**src/rtl/ram_sync_param.sv**
```systemverilog
// rtl/ram_sync_param.sv - parametrised single-port synchronous RAM with a zeroing init FSM
// Optional feature macro MEM_PARITY_EN: stores an even-parity bit per word and reports perr on read.
module ram_sync_param #(
   parameter  int WIDTH = 4,
   parameter  int DEPTH = 16,
   localparam int AW    = $clog2(DEPTH)
) (
   input  logic             clock,
   input  logic             reset_n,
   input  logic             clear,
   input  logic             wr_en,
   input  logic             rd_en,
   input  logic [AW-1:0]    addr,
   input  logic [WIDTH-1:0] wdata,
   output logic [WIDTH-1:0] rdata,
   output logic             rvalid,
   output logic             busy,
   output logic             perr
);

`ifdef MEM_PARITY_EN
   localparam int MW = WIDTH + 1;
`else
   localparam int MW = WIDTH;
`endif

   typedef enum logic {INIT, IDLE} state_t;

   state_t        state;
   logic [AW-1:0] ptr;
   logic [MW-1:0] mem [DEPTH];

   logic          in_range;
   logic          req_ok;
   logic          mem_we;
   logic [AW-1:0] mem_waddr;
   logic [MW-1:0] mem_wword;
   logic [MW-1:0] rd_word;

   // Compare one bit wider so a power-of-two DEPTH does not truncate to zero.
   assign in_range  = {1'b0, addr} < (AW+1)'(DEPTH);
   assign req_ok    = (state == IDLE) && !clear;
   assign mem_we    = (state == INIT) || (req_ok && wr_en && in_range);
   assign mem_waddr = (state == INIT) ? ptr : addr;
   assign rd_word   = in_range ? mem[addr] : '0;

`ifdef MEM_PARITY_EN
   assign mem_wword = (state == INIT) ? '0 : {^wdata, wdata};
`else
   assign mem_wword = (state == INIT) ? '0 : wdata;
`endif

   // The array has no reset; the INIT sequence is what clears it.
   always_ff @(posedge clock) begin
      if (mem_we) begin
         mem[mem_waddr] <= mem_wword;
      end
   end

`ifdef MEM_PARITY_EN
   logic perr_q;
   assign perr = perr_q;
`else
   assign perr = 1'b0;
`endif

   always_ff @(posedge clock or negedge reset_n) begin
      if (!reset_n) begin
         state  <= INIT;
         ptr    <= '0;
         busy   <= 1'b1;
         rvalid <= 1'b0;
         rdata  <= '0;
`ifdef MEM_PARITY_EN
         perr_q <= 1'b0;
`endif
      end else begin
         rvalid <= 1'b0;
`ifdef MEM_PARITY_EN
         perr_q <= 1'b0;
`endif
         case (state)
            INIT: begin
               if (clear) begin
                  ptr <= '0;
               end else if (ptr == AW'(DEPTH - 1)) begin
                  state <= IDLE;
                  ptr   <= '0;
                  busy  <= 1'b0;
               end else begin
                  ptr <= ptr + AW'(1);
               end
            end
            IDLE: begin
               if (clear) begin
                  state <= INIT;
                  ptr   <= '0;
                  busy  <= 1'b1;
               end else if (rd_en) begin
                  rvalid <= 1'b1;
                  // Write-first: a same-cycle write returns the new data.
                  if (!in_range) begin
                     rdata <= '0;
                  end else if (wr_en) begin
                     rdata <= wdata;
                  end else begin
                     rdata <= rd_word[WIDTH-1:0];
                  end
`ifdef MEM_PARITY_EN
                  perr_q <= in_range && !wr_en && (^rd_word);
`endif
               end
            end
            default: state <= INIT;
         endcase
      end
   end

endmodule
```
**config.mk**
```make
export PLATFORM = sky130hd
export DESIGN_NAME = ram_sync_param
export DESIGN_NICKNAME = d
export VERILOG_FILES = /design/src/rtl/ram_sync_param.sv
export SDC_FILE = /design/constraint.sdc
export NUM_CORES = 1
export LEC_CHECK = 0
export CORE_UTILIZATION = 40
export CTS_CLUSTER_DIAMETER = 120
export DETAILED_ROUTE_END_ITERATION = 8
export HOLD_SLACK_MARGIN = 0.12
export PLACE_DENSITY_LB_ADDON = 0.1
export SLEW_MARGIN = 20
export SYNTH_ARGS = -nofsm -noshare
export SYNTH_HDL_FRONTEND = slang
export SYNTH_SLANG_ARGS = --single-unit
```
**constraint.sdc**
```tcl
create_clock -name clock -period 2.95 [get_ports clock]
set_input_delay 0.59 -clock clock [delete_from_list [all_inputs] [get_ports clock]]
set_output_delay 0.59 -clock clock [all_outputs]
set_load 0.01 [all_outputs]
```
=== Yosys cells after proc, flatten, opt, wreduce, memory -nomap -nowiden ===
Memories as Yosys holds them, arrays and structs flattened. A register that Yosys moved wholly into a read port is not among the register bits.
Index checks and enable logic that the tools add are counted.

* $add $sub $neg: 1
* Muxes and demuxes: 19
* Reduce and logical (&&, ||, !) cells: 7
* Bitwise operators: 2
* Equal/unequal tests: 4

{| class="wikitable"
|+ Operators with widths
! operator !! count
|-
| 4-bit two-way mux || 5
|-
| 1-bit two-way mux || 11
|-
| 4-bit case mux with 2 select lines || 1
|-
| 3-bit AND reduction || 2
|-
| 4-bit by 1-bit adder with 4-bit output (second input constant) || 1
|-
| 4-bit equality test (second input constant) || 1
|-
| 2-bit inequality test (second input constant) || 2
|-
| 1-bit case mux with 2 select lines || 2
|-
| 1-bit logical AND || 2
|-
| 1-bit zero test || 2
|-
| 2-bit by 1-bit inequality test with 1-bit output (second input constant) || 1
|-
| 1-bit NOT || 2
|-
| 1-bit logical OR || 1
|}

* Register bits: 7
* Memories: 1
* Output and inout port bits: 7
* Memory bits (writable): 64

{| class="wikitable"
|+ Memories
! memory !! depth !! width !! read ports !! clocked after Yosys merged registers in !! wr ports !! line !! RTL
|-
| mem || 16 || 4 || 1 || 1 || 1 || 31 || <nowiki>logic [MW-1:0] mem [DEPTH];</nowiki>
|}

=== Logic depth before layout (Yosys ltp) ===
* Depth after elaboration: 6
* Mapped depth: 6

=== Worst setup path after synthesis ===
Ideal clock, no wire load.

* Kind: input-to-reg
* Start: in addr[0]
* End: mem mem[1][0] in the netlist's numbering, enable pin
* Setup slack: 1,195 ps
* Stages on the path: 4
* Setup time: 329 ps
* Data arrival time: 1,425 ps
* Path through: buf_4 -> inv_1 -> o32a_1 -> nor2_1

* Longest elaborated chain between the ends: 1

{| class="wikitable"
|+ RTL lines
! what !! line !! RTL
|-
| start, declared || 13 || <nowiki>input logic [AW-1:0] addr,</nowiki>
|-
| 4-bit two-way mux || 44 || <nowiki>assign mem_waddr = (state == INIT) ? ptr : addr;</nowiki>
|-
| end, declared || 31 ||
|}

Every way passes these cells.

=== Final worst setup path ===
* Start: in clear
* End: mem mem[5][1] in the netlist's numbering, enable pin

* Longest elaborated chain between the ends: 6

{| class="wikitable"
|+ RTL lines
! what !! line !! RTL
|-
| start, declared || 10 || <nowiki>input logic clear,</nowiki>
|-
| 1-bit zero test || 42 || <nowiki>assign req_ok = (state == IDLE) && !clear;</nowiki>
|-
| 1-bit logical AND || 42 ||
|-
| 1-bit logical AND || 43 || <nowiki>assign mem_we = (state == INIT) || (req_ok && wr_en && in_range);</nowiki>
|-
| 1-bit logical OR || 43 ||
|-
| 1-bit two-way mux || 55 || <nowiki>if (mem_we) begin</nowiki>
|-
| 1-bit two-way mux (not written as such) || 56 || <nowiki>mem[mem_waddr] <= mem_wword;</nowiki>
|}

Every way passes these cells.

==> impl_summary.md <==
Status
The run finished with clean final reports.

Power
The leakage component of the power is 1.26 nW. The areal power density over the cells is 573 mW/mm^2. The net switching component of the power is 0.000474 W. Across the VDD grid, the largest voltage drop is 258 uV. Of the total power, registers draw 55.5%. The portion of total power attributed to the clock network is 36.7%. Net switching is 22.2% of the power. The share of total power dissipated in combinational logic is 7.8%. The internal power summed over all cells is 0.00166 W.

STA
Final hold analysis gives a worst-case slack of 0.569 ns. The smallest clock period supported by the final layout is computed as 2.21 ns. The remaining max-slew budget at the tightest pin is 45.8%. The final worst clock skew is 0.0145 ns. For this run, the top clock speed supported by timing is 0.453 GHz. The setup total negative slack is 0 ns. The fraction of the cycle the final worst path needs is 74.8%. The final hold violation count is 0. For the pin with the worst max-slew slack, the measured transition is 0.813 ns. Setup repair after global routing left no endpoint under its margin.

The number of max-slew violations in the final report is 0. The setup-violating endpoint count in the final report is 0.

Yosys
During synthesis, Yosys emitted a total of 0 warnings. After synthesis the cells add up to 0.00326 sq mm. After synthesis, the share of flip-flops with an asynchronous set or reset is 14.7%. The share of the Yosys chip area taken by registers is 67.5%. Synthesis produced 207 cells. A synthesized cell averages 15.7 sq um. In the synthesized netlist the dominant register cell turns out to be edfxtp_1. Counting flops and latches in the post-synthesis netlist gives 75. The number of synthesized flops with an enable pin is 64. The number of nets handed over by synthesis was 221. After synthesis, the netlist uses 36 different library cells.

Die
The area of the core is 0.00781 sq mm. In this run the vertical extent of the chip is 92.2 microns. Row generation in the floorplan step produced 32 rows. The full die area is 0.00851 sq mm. The initial core utilization is 41.7%.

The number of top-level design ports is 20. From left edge to right edge, the die measures 92.2 microns.

Final layout
The core utilization of the finished layout is 47.6%. The most common cell after layout, fill and taps aside is edfxtp_1. Across the whole layout, storage elements account for 0.00220 sq mm. The count of cells in the finished layout, fillers not included, comes to 336. The footprint of the multi-input gates is 947 sq um. The count of inserted antenna diode cells is 0. The summed area of non-filler cells in the final layout is 0.00372 sq mm. The number of inserted filler cells in the final layout is 678. Relative to the synthesized area, the layout overhead comes to 14.2%. In the layout the commonest cells are edfxtp_1 (64), nor2_1 (25), clkdlybuf4s50_1 (18). Cells with a size suffix above 1 make up 17.5% of the layout. The final layout contains 243 nets.

Routing
The per-cell routed wire length is 20.3 microns. The detailed router's first-iteration violation count is 157. Summed over all layers, the routed wires come to 6.82 mm. Detailed routing inserted a total of 1,859 vias. Once detail routing completed, the nets flagged for antenna violations numbered 0. The DRC violation count after routing is 0. Dividing the detail-routed via count by the number of cells gives 5.53. The first detailed-routing pass took 4 iterations.

Global route
The number of antenna violations at the first check in global routing is 0. The overall track demand over capacity in global routing is 17.9%. The number of global-route vias before repair is 1,952. The pin count of the biggest net entering global routing is 17. The first-pass GRT wire length is 10.9 mm. The total overflow left after global routing is 0.

Clock network
The TritonCTS clock tree is done. Counting every sink on the clock net gives 75. Clock latency on the worst-skew pair, taken at its later pin, is 0.35 ns. The quantity of hold-fixing buffers added after cts is 0.

The maximum number of buffers from clock root to sink is 2. The number of gates resized after cts is 0. The cell at the root of the clock tree is clkbuf_8. The number of levels in the clock H-tree is 3.

Once the clock tree was built, the setup fixing pass inserted 0 buffers. The clock slew at the register clock pins of the worst setup and hold paths is 0.08 ns. In this run, CTS created clock tree buffers numbering 9.

Place
The number of placed cells counting well taps is 320. The placed instances occupy a cell area of 0.00352 sq mm. The wire-length estimate of the detail-placed layout is 4.89 mm.

The number of I/O port buffers is 18. Routability-driven placement finished with a final weighted congestion of 0.803.

Worst setup path
The type of element capturing the critical path is a flop. By startpoint and endpoint, the worst setup path is classified as in2reg. The arrival time of the worst setup path is 2.20 ns. The type of element launching the critical path is a primary input. Counting stages on the worst path, the most repeated cell is nor2_1. The critical path's largest stage delay is 0.55 ns.

In this run the critical register-to-register path is launched from state$_DFF_PN0_. The number of buffers and inverters on the critical path is 1. The worst setup path startpoint is clear. Traced cell by cell, the critical path runs through clkdlybuf4s50_1 > nand3b_1 > nor2_1 > a21oi_1 > nor2_1. The required time at the worst-slack endpoint is 2.94 ns.

The master of the slowest instance on the critical path is clkdlybuf4s50_1. The kind of cell with the highest combined delay along the critical path is simple AND/OR/NAND/NOR gates. The critical-path maximum fanout is 8.

Job
Max-cap violations in this run came to 0.

Min path
The startpoint of the most critical hold path is busy$_DFFE_PN1P_. The class of the tightest hold or removal check is reg2reg.
==> cells by family (layout without fill, tap and decap cells) <==
| group | after synthesis | after routing | synth area share (%) |
|---|---|---|---|
| DFF | 75 | 75 | 67.5 |
| xor gates and xnor gates | 4 | 4 | 1.08 |
| buffers and inverters | 19 | 46 | 3.42 |
| other | 1 | 1 | 0.115 |
| AOI/OAI and AO/OA | 30 | 30 | 7.30 |
| muxes | 17 | 17 | 11.4 |
| and+or+nand+nor | 60 | 60 | 8.84 |
| adders and majority gates | 1 | 1 | 0.384 |
==> synthesized netlist by cell type (all sizes together), types with 3 or more instances <==
cell     n  share of area (%)
edfxtp  64                 59
nor2    25                2.9
mux4    16                 11
dfrtp   10                7.7
buf      9                2.2
a21oi    8                1.2
and2     8                1.5
nand2    7               0.81
nand3    6               0.92
a22oi    5                1.2
and3     5               0.96
clkbuf   5               0.65
inv      5               0.58
a41oi    4                1.1
nor2b    4               0.77
o31ai    4                1.1
xor2     3               0.81
==> path summary, 6_finish.rpt <==
check                      depth (start not counted)  slack (ns)                    to
setup / recovery                                   5        0.74   mem[5][1]$_DFFE_PP_
hold / removal                                     1        0.57      busy$_DFFE_PN1P_
setup reg to reg                                   3        0.88   mem[5][1]$_DFFE_PP_
hold reg to reg                                    1        0.57      busy$_DFFE_PN1P_
max in group asynchronous                          1        2.00  rdata[0]$_DFFE_PN0P_
min in group asynchronous                          1        0.58      rvalid$_DFF_PN0_
==> final cells by class <==
type                       instances  share of cell area, %
multi-input combinational        113                   25.5
sequential                        75                   59.1
timing repair buffer              25                   6.26
tap                              102                   3.43
inverter                           5                  0.505
clock inverter                     5                   1.45
clock buffer                      11                   3.80
==> power by group through the flow <==
| stage | Combinational (W) | Sequential, W | Clock (W) |
|---|---|---|---|
| 4_1_cts | 0.000168 | 0.00118 | 0.000795 |
| 5_1_grt | 0.000181 | 0.00119 | 0.000840 |
| 3_5_place_dp | 0.000167 | 0.00121 | 0 |
| 2_1_floorplan | 0.000114 | 0.00120 | 0 |
| 6_report | 0.000167 | 0.00118 | 0.000782 |
| 3_3_place_gp | 0.000166 | 0.00121 | 0 |
==> per-layer routing <==
layer  wire length (microns)  track usage, %  share of wire (%)  up-vias
met5                       0               0                  0        -
met4                     157            7.55                2.3        0
met3                     306            4.64                4.5       16
met2                    3380            27.9                 50       48
met1                    2980            23.7                 44      959
li1                        -               -                  -      836
==> registers in the layout, summed over array words and instances (netlist names) <==
register / cells
rdata: 4
rvalid: 1
ptr: 4
busy: 1
mem: 64
state: 1
==> metrics by stage <==
stage / setup WS (ns) / power, W
CTS: 0.762 / 0.00215
global route: 0.628 / 0.00221
global placement: 0.405 / 0.00137
floorplan: 1.20 / 0.00131
detailed placement: 0.378 / 0.00138
finish: 0.744 / 0.00213
==> worst reg2reg max path, cell delays in order, from the launching register on <==
cell and delay [ns]:
dfrtp_1 0.66, inv_1 0.22, o32a_1 0.46, nor2_1 0.38
Power figures use the tool's default switching activity.
==> patch: new RTL, same flow settings <==
Register the output `rvalid` once more, without a reset; this adds one clock of latency there. The other outputs are not delayed to match.
--- a/src/rtl/ram_sync_param.sv
+++ b/src/rtl/ram_sync_param.sv
@@ -27,2 +27,4 @@
    typedef enum logic {INIT, IDLE} state_t;
+
+   logic rvalid_s0;
 
@@ -71,3 +73,3 @@
          busy   <= 1'b1;
-         rvalid <= 1'b0;
+         rvalid_s0 <= 1'b0;
          rdata  <= '0;
@@ -77,3 +79,3 @@
       end else begin
-         rvalid <= 1'b0;
+         rvalid_s0 <= 1'b0;
 `ifdef MEM_PARITY_EN
@@ -99,3 +101,3 @@
                end else if (rd_en) begin
-                  rvalid <= 1'b1;
+                  rvalid_s0 <= 1'b1;
                   // Write-first: a same-cycle write returns the new data.
@@ -118,2 +120,6 @@
 
+   always_ff @(posedge clock) begin
+      rvalid <= rvalid_s0;
+   end
+
 endmodule
Formal check against the unedited RTL: no difference found for any inputs over 10 cycles, from zero or initial values and one cycle with reset_n low; that may be too few to reach the edited logic, so the function may still have changed.
==> patch against the unedited design <==
  * Register-to-register slack better by 130 ps
  * Synthesized area up 0.61%
  * Die area up 0.60%
  * Cell area down 0.91%
  * Sequential cell count up 1
  * Clock power down 16%
  * Critical endpoint is now rdata[3]$_DFFE_PN0P_
  * Via count down 2.4%
  * Total power down 5.4%
  * Setup slack better by 24 ps
  * Routed wire length down 5.1%
==> patch: results (changes against the unedited design) <==
- Syn Nets: 222 (+0.45%)
- Max Fclk: 458 MHz (+1.1%)
- Worst setup endpoint: rdata[3]$_DFFE_PN0P_
- Via count: 1,814 (-2.4%)
- Global-route usage over all layers: 16.4% (-1.5 points)
- Worst R2R Setup Slack: 1010 ps (+130 ps)
- Max VDD drop: 0.241 mV (-6.8%)
- Worst Tran Pin Value: 738 ps (-74.7 ps)
- Final Skew: 9.18 ps (-5.32 ps)
- Fillers: 689 (+1.6%)
- Async set-or-reset flop fraction in the synthesized netlist: 14.5% (-0.19 points)
- Routed wl met3: 274 um (-10%)
- Met1 wire length: 2920 um (-2.0%)
- Final nets: 240 (-1.2%)
- CP top delay family: buffers and inverters
- Layout cell share with drive strength beyond 1: 15.6% (-1.9 points)
- Status: finished clean
- Arr. time, crit path: 2400 ps (+200 ps)
- GR Util met3: 3.45% (-1.2 points)
- Post-synthesis sequential area ratio: 67.7% (+0.20 points)
- CP max stage cell: mux4_2
- Met1 usage: 22.5% (-1.2 points)
- Final hold slack: 344 ps (-225 ps)
- Lkg Pwr: 1.24 nW (-2.1%)
- FF-to-FF path depth: 4 (+1)
- Setup TNS: 0 ps (unchanged)
- DP HPWL: 4600 um (-5.9%)
- Final Wtd Congestion: 0.813 (+1.3%)
- DRT iter0 DRCs: 98 (-38%)
- Hold_sp: rvalid_s0$_DFF_PN0_
- Cell variety after synth: 37 (+2.8%)
- RR Endpoint: mem[13][0]$_DFFE_PP_
- DRT Wirelength: 6470 um (-5.1%)
- First-pass GRT wire length: 9960 um (-8.2%)
- Post-place setup slack: 402 ps (+24.3 ps)
- Worst Path Max Fanout: 20 (+12)
- Number of synthesized flops with an enable pin: 64 (unchanged)
- Met2 Track Usage GR: 25.0% (-2.9 points)
- CP startpoint: addr[0]
- Top post-synthesis cells by area: edfxtp_1, mux4_2, dfrtp_1
- Post-DP Area: 3530 um^2 (about the same)
- Worst hold path cell count: 0 (-1)
- Worst hold endpoint: rvalid$_DFF_P_
- Wire length on met2: 3140 um (-7.0%)
- Largest net degree at the start of global routing: 21 (+4)
-- patch: final cells by class --
cell class	instances	area, um^2	area share (%)
inverter	5	18.8	0.509
clock buffer	10	128	3.46
multi-input combinational	113	947	25.7
clock inverter	6	31.3	0.849
timing repair buffer	21	215	5.84
tap	102	128	3.46
sequential	76	2220	60.2
-- patch: per-stage QoR --
| step | total power, mW | std cells |
|---|---|---|
| 2_1_floorplan | 1.33 | 208 |
| 3_3_place_gp | 1.38 | 317 |
| 3_5_place_dp | 1.39 | 317 |
| 4_1_cts | 2.03 | 333 |
| 5_1_grt | 2.09 | 333 |
| 6_report | 2.02 | 333 |
-- patch: cells by family after synthesis --
family / synth area share (%)
flops: 67.7
fa+ha+maj: 0.382
other cells: 0.114
compound gates: 7.25
mux: 11.3
xor+xnor: 1.07
buf+inv: 3.40
simple gates: 8.78
-- patch: report_power, final --
group	total [mW]	internal (mW)	switching [mW]
combinational	0.164	0.0782	0.0859
sequential	1.20	1.18	0.0171
clock	0.657	0.296	0.360
total	2.02	1.56	0.463
